<file path="src/rtl/wb_writeback_regfile_pkg.sv">
// ---------------------------------------------------------------------------
// wb_writeback_regfile_pkg
//   Shared definitions for the writeback / register-file slice: datapath
//   sizes, writeback-source select codes and load funct3 encodings.
//   No ports (package).
// ---------------------------------------------------------------------------
package wb_writeback_regfile_pkg;

    localparam int XLEN        = 32;
    localparam int NREGS       = 32;
    localparam int REGADDR_W   = 5;
    localparam int REGWRSRC_W  = 2;   // width of the REGWRSRC bus

    // Writeback source select
    typedef enum logic [REGWRSRC_W-1:0] {
        SRC_ALU = 2'd0,
        SRC_MEM = 2'd1,
        SRC_IMM = 2'd2,
        SRC_PC4 = 2'd3
    } regwrsrc_e;

    // Load funct3 codes
    localparam logic [2:0] F3_LB  = 3'b000;
    localparam logic [2:0] F3_LH  = 3'b001;
    localparam logic [2:0] F3_LW  = 3'b010;
    localparam logic [2:0] F3_LBU = 3'b100;
    localparam logic [2:0] F3_LHU = 3'b101;

endpackage

</file>
<file path="src/rtl/wb_writeback_regfile_load_align.sv">
// ---------------------------------------------------------------------------
// wb_load_align
//   Combinational load formatter. Picks the byte or halfword addressed by the
//   low address bits out of the raw aligned memory word and sign/zero
//   extends it according to the load funct3.
// Ports
//   raw     in  32  raw aligned memory word
//   offset  in  2   byte offset within the word (address[1:0])
//   funct3  in  3   load type (LB/LH/LW/LBU/LHU)
//   data    out 32  formatted load value
// ---------------------------------------------------------------------------
module wb_load_align
    import wb_writeback_regfile_pkg::*;
(
    input  logic [XLEN-1:0] raw,
    input  logic [1:0]      offset,
    input  logic [2:0]      funct3,
    output logic [XLEN-1:0] data
);

    logic [7:0]  byte_sel;
    logic [15:0] half_sel;

    always_comb begin
        // NOTE: every output of a combinational block gets a default first,
        // so no path through the case leaves it unassigned (no latch).
        byte_sel = raw[7:0];
        case (offset)
            2'd0: byte_sel = raw[7:0];
            2'd1: byte_sel = raw[15:8];
            2'd2: byte_sel = raw[23:16];
            2'd3: byte_sel = raw[31:24];
            default: byte_sel = raw[7:0];
        endcase
    end

    // Halfword loads use only offset[1]; offset[0] is ignored.
    assign half_sel = offset[1] ? raw[31:16] : raw[15:0];

    always_comb begin
        data = raw;  // LW and undefined funct3: whole word, offset ignored
        case (funct3)
            F3_LB:   data = {{24{byte_sel[7]}}, byte_sel};
            F3_LBU:  data = {24'd0, byte_sel};
            F3_LH:   data = {{16{half_sel[15]}}, half_sel};
            F3_LHU:  data = {16'd0, half_sel};
            default: data = raw;
        endcase
    end

endmodule

</file>
<file path="src/rtl/wb_writeback_regfile.sv">
// ---------------------------------------------------------------------------
// wb_writeback_regfile
//   Consumer end of the WB pipeline register. Selects the writeback value
//   (ALU / formatted load / immediate / PC+4), commits it to the 32x32
//   integer register file (x0 hardwired to zero) and serves the two ID-stage
//   read ports with same-cycle write-through bypass.
//   Optional feature macro: WB_RETIRE_CNT_EN adds a 64-bit retired
//   instruction counter on port instret.
// Ports
//   clk, rst            clock (rising edge), async active-high reset
//   wb_valid            WB slot holds a real instruction
//   wb_regwrite         register write enable from WB control
//   wb_regwrsrc [1:0]   writeback source (ALU/MEM/IMM/PC4)
//   wb_load_funct3[2:0] load type for MEM source
//   wb_pc, wb_rd, wb_aluresult, wb_imm, wb_mem_read_data  WB payload
//   rs1_addr, rs2_addr  ID read addresses
//   rs1_data, rs2_data  ID read data (combinational)
//   wb_wen, wb_wdata    commit strobe / value (for the forwarding unit)
//   instret   [63:0]    retired count (WB_RETIRE_CNT_EN only)
// ---------------------------------------------------------------------------
module wb_writeback_regfile
    import wb_writeback_regfile_pkg::*;
(
    input  logic                  clk,
    input  logic                  rst,
    input  logic                  wb_valid,
    input  logic                  wb_regwrite,
    input  logic [1:0]            wb_regwrsrc,
    input  logic [2:0]            wb_load_funct3,
    input  logic [XLEN-1:0]       wb_pc,
    input  logic [REGADDR_W-1:0]  wb_rd,
    input  logic [XLEN-1:0]       wb_aluresult,
    input  logic [XLEN-1:0]       wb_imm,
    input  logic [XLEN-1:0]       wb_mem_read_data,
    input  logic [REGADDR_W-1:0]  rs1_addr,
    input  logic [REGADDR_W-1:0]  rs2_addr,
    output logic [XLEN-1:0]       rs1_data,
    output logic [XLEN-1:0]       rs2_data,
    output logic                  wb_wen,
    output logic [XLEN-1:0]       wb_wdata
`ifdef WB_RETIRE_CNT_EN
    ,
    output logic [63:0]           instret
`endif
);

    logic [XLEN-1:0] load_data;
    logic [XLEN-1:0] regs [NREGS];

    // -----------------------------------------------------------------------
    // Load formatting
    // -----------------------------------------------------------------------
    wb_load_align u_load_align (
        .raw    (wb_mem_read_data),
        .offset (wb_aluresult[1:0]),
        .funct3 (wb_load_funct3),
        .data   (load_data)
    );

    // -----------------------------------------------------------------------
    // Commit strobe and writeback source select
    // -----------------------------------------------------------------------
    assign wb_wen = wb_valid & wb_regwrite & (wb_rd != '0);

    always_comb begin
        wb_wdata = wb_aluresult;
        case (regwrsrc_e'(wb_regwrsrc))
            SRC_ALU: wb_wdata = wb_aluresult;
            SRC_MEM: wb_wdata = load_data;
            SRC_IMM: wb_wdata = wb_imm;
            SRC_PC4: wb_wdata = wb_pc + 32'd4;   // wraps mod 2^32
            default: wb_wdata = wb_aluresult;
        endcase
    end

    // -----------------------------------------------------------------------
    // Register array. Entry 0 is never written and never read out, so x0
    // stays zero.
    // -----------------------------------------------------------------------
    // NOTE: the array is cleared in the async reset branch because the
    // architecture requires all registers to read zero after reset; this
    // forces flops rather than a RAM macro, which is acceptable at 32x32.
    always_ff @(posedge clk or posedge rst) begin
        if (rst) begin
            for (int i = 0; i < NREGS; i++) begin
                regs[i] <= '0;
            end
        end else if (wb_wen) begin
            // NOTE: sequential state is always updated with non-blocking
            // assignments so every flop samples pre-edge values.
            regs[wb_rd] <= wb_wdata;
        end
    end

    // -----------------------------------------------------------------------
    // Read ports with write-through bypass (each port independent)
    // -----------------------------------------------------------------------
    always_comb begin
        rs1_data = regs[rs1_addr];
        if (rs1_addr == '0) begin
            rs1_data = '0;
        end else if (wb_wen && (rs1_addr == wb_rd)) begin
            rs1_data = wb_wdata;
        end
    end

    always_comb begin
        rs2_data = regs[rs2_addr];
        if (rs2_addr == '0) begin
            rs2_data = '0;
        end else if (wb_wen && (rs2_addr == wb_rd)) begin
            rs2_data = wb_wdata;
        end
    end

`ifdef WB_RETIRE_CNT_EN
    // -----------------------------------------------------------------------
    // Retired instruction counter: every valid WB slot retires, whether or
    // not it writes a register. Wraps naturally at 2^64.
    // -----------------------------------------------------------------------
    always_ff @(posedge clk or posedge rst) begin
        if (rst) begin
            instret <= '0;
        end else if (wb_valid) begin
            instret <= instret + 64'd1;
        end
    end
`endif

endmodule
</file>
<file path="config.mk">
export PLATFORM = sky130hd
export DESIGN_NAME = wb_writeback_regfile
export DESIGN_NICKNAME = d
export VERILOG_FILES = /design/src/rtl/wb_writeback_regfile_pkg.sv /design/src/rtl/wb_writeback_regfile_load_align.sv /design/src/rtl/wb_writeback_regfile.sv
export SDC_FILE = /design/constraint.sdc
export NUM_CORES = 2
export LEC_CHECK = 0
export CORE_UTILIZATION = 40
export CTS_CLUSTER_DIAMETER = 200
export CTS_CLUSTER_SIZE = 30
export DETAILED_ROUTE_END_ITERATION = 6
export GPL_TIMING_DRIVEN = 1
export PLACE_DENSITY = 0.59
export SKIP_LAST_GASP = 1
export SYNTH_ARGS = -nofsm -noshare
export SYNTH_HDL_FRONTEND = slang
export SYNTH_SLANG_ARGS = --single-unit
export TNS_END_PERCENT = 20
</file>
<file path="constraint.sdc">
create_clock -name clk -period 38.6 [get_ports clk]
set_input_delay 7.72 -clock clk [delete_from_list [all_inputs] [get_ports clk]]
set_output_delay 7.72 -clock clk [all_outputs]
set_load 0.02 [all_outputs]
</file>
==> results.json <==
{
  "outcome": "finished, final reports clean",
  "cts_hold_buffers": 0,
  "ys_top_cells_by_count": "1092 x nand2_1, 1024 x dfrtp_1, 971 x o21ai_0",
  "vias": 41700,
  "fin_nets": 4998,
  "dpl.hpwl_mm": 111,
  "post_cts_resized": 0,
  "cts.repair_timing.setup_buffer_count": 0,
  "routed_wl_mm": 192,
  "detail_route.iter0.violations": 4677,
  "maxCapViolations": 0,
  "yosysWarnings": 0,
  "drv_slew": 0,
  "layout.cells.non_filler": 6643,
  "dp.cells": 6597,
  "grt_max_degree": 168,
  "synth.distinct_cells": 69,
  "synth_top_cell_by_area": "dfrtp_1",
  "synth_adder_area_share": 0.000226,
  "synth_compound_area_frac": 0.134,
  "nFillCells": 12900,
  "async_flop_share": 1.00,
  "rsz0062_at_grt": "no",
  "ant_nets": 0,
  "fin_setup_tns_ns": 0,
  "grt_pass1_vias": 39900,
  "worst_pin_slew_ns": 1.25,
  "synth_xor_xnor_area_share": 0.00475,
  "clock.fmax_mhz": 47.0,
  "p_leak_nw": 25.1,
  "dr.pass1.iters": 5,
  "synth_top_area_frac": 0.464,
  "die_h_um": 374,
  "min_path_cells": 0,
  "grt.total_usage": 0.273,
  "globalplace.congestion": 0.869,
  "reg2reg_slack_ns": 37.83,
  "worstHoldStart": "regs[1007]",
  "hold_path.class": "register to register",
  "cts_buffer_depth": 3,
  "reg2reg_depth": 2,
  "ys_seq_area_frac": 0.464,
  "min_period_ns": 21.28,
  "powerDensity_mw_per_mm2": 40.6,
  "root_buffer": "clkbuf_16",
  "syn_inst": 4991,
  "yosys.area_share.simple": 0.0975,
  "synth_nets": 5144,
  "clock_latency_ns": 0.65,
  "drc": 0,
  "cp_max_fo": 46,
  "timing.critical_path.buf_inv": 6,
  "syn_to_final_growth_pct": 8.36,
  "ys_ff_latch": 1024,
  "wl_per_cell_um": 28.9,
  "io_buffer_count": 248,
  "antenna_found_initial": 14,
  "core-area_sq_mm": 0.137,
  "synth_mux_area_frac": 0.254,
  "hold_violations": 0,
  "dieArea_sq_mm": 0.140,
  "crit_chain": "buf_8 -> buf_4 -> buf_4 -> buf_4 -> buf_4 -> mux4_2 -> mux4_2 -> a221oi_1 -> a21oi_1 -> clkdlybuf4s50_1",
  "period_share": 0.551,
  "finalSetupViolCount": 0,
  "whs_endpoint": "regs[1007]",
  "path_clk_slew_ns": 0.11,
  "critical_path_required_ns": 30.88,
  "largestRegisters": "regs (1024)",
  "num_rows": 136,
  "io_pins": 249,
  "peakVddDrop_uv": 42.4,
  "arrival_ns": 13.56,
  "drive_above_1_share": 0.172,
  "r2r_start": "regs[655]",
  "synth-edff-count": 0,
  "endpoint_kind": "output pin",
  "max_stage_delay_ns": 0.81,
  "crit_family": "buffers and inverters",
  "ys.flop_type": "dfrtp_1",
  "finClkSkew_ns": 0,
  "synth.area.top_cells": "dfrtp_1 46%, mux4_2 23%, o21ai_0 8.8%",
  "slew_headroom": 0.167,
  "cp_slowest_cell": "buf_4",
  "syn_area_sq_mm": 0.0553,
  "htreeDepth": 2,
  "largest_register": "regs",
  "avgSynthCellArea_sq_um": 11.1,
  "cts_tree": "done",
  "regToRegEndpoint": "regs[655]",
  "viasPerCell": 6.27,
  "cts.sinks": 1024,
  "largest_reg_flops": 1024,
  "synth_top_family_by_area": "multiplexers",
  "startpoint_type": "input port",
  "crit_path_frequent_cell": "buf_4",
  "initial_core_util": 0.403,
  "dieWidth_um": 374,
  "grt_pass1_wl_mm": 282,
  "critical_path_class": "input port to output pin",
  "synth_most_common_cell": "nand2_1",
  "numCtsBuffers": 40,
  "overflow": 0
}
layout make-up:
type | instances | area, sq um | area share
Multi-Input combinational cell | 3380 | 27500 | 0.459
Timing Repair Buffer | 348 | 3280 | 0.0548
Tap cell | 1794 | 2240 | 0.0375
Sequential cell | 1024 | 25600 | 0.428
Inverter | 51 | 199 | 0.00332
Clock inverter | 1 | 30.0 | 0.000501
Antenna cell | 4 | 10.0 | 0.000167
Clock buffer | 41 | 1030 | 0.0171
cell families (layout without fill, tap and decap cells):
| logic type | count (synthesis) | count (layout) |
|---|---|---|
| AOI/OAI and AO/OA | 1323 | 1323 |
| xor gates and xnor gates | 30 | 30 |
| adders and majority gates | 1 | 1 |
| buffers and inverters | 587 | 441 |
| DFF | 1024 | 1024 |
| muxes | 703 | 703 |
| other | 0 | 4 |
| and+or+nand+nor | 1323 | 1323 |
stage by stage:
stage / setup slack, ns / total power [mW] / hold WS, ns / util / area (sq um)
2_1_floorplan: 2.06 / 1.71 / 0.441 / - / 55300
3_3_place_gp: 17.15 / 1.89 / 0.377 / 0.428 / 58800
3_5_place_dp: 17.15 / 1.91 / 0.382 / 0.428 / 58800
4_1_cts: 17.15 / 2.44 / 0.409 / 0.436 / 59900
5_1_grt: 16.85 / 2.54 / 0.423 / 0.436 / 59900
6_report: 17.32 / 2.43 / 0.407 / 0.436 / 59900
how the worst max path moves through the flow:
stage | slack [ns] | start | cells after the start | to
floorplan | 2.06 | rst | 1 | regs[0]
global placement | 17.15 | rs2_addr[0] | 10 | rs2_data[23]
detailed placement | 17.15 | rs2_addr[0] | 10 | rs2_data[23]
CTS | 17.15 | rs2_addr[0] | 10 | rs2_data[23]
global route | 16.85 | rs2_addr[0] | 10 | rs2_data[23]
finish | 17.32 | rs2_addr[0] | 10 | rs2_data[23]
routing by layer:
metal | share of wire | vias up | GRT usage
met1 | 0.43 | 21600 | 0.400
li1 | - | 17800 | -
met2 | 0.45 | 1967 | 0.415
met5 | 0.00042 | - | 0
met4 | 0.030 | 12 | 0.0765
met3 | 0.090 | 319 | 0.0499
cells in the final DEF, fill, tap and decap left out, types with 45 or more instances in the layout:
cell type        instances
buf_4                   97
mux2i_1                134
inv_1                   49
nor2_1                  52
o22ai_1                 50
clkdlybuf4s50_1        236
a211oi_1                56
o21ai_0                971
a22oi_1                 45
dfrtp_1               1024
nand2_1               1061
a21oi_1                 58
mux4_2                 556
where the power goes:
part           internal, mW  total (mW)  switching [mW]
Combinational         0.271       0.574           0.303
Sequential             1.21        1.32           0.105
Clock                 0.195       0.543           0.348
Note: power is estimated with default switching activity, not from simulation.
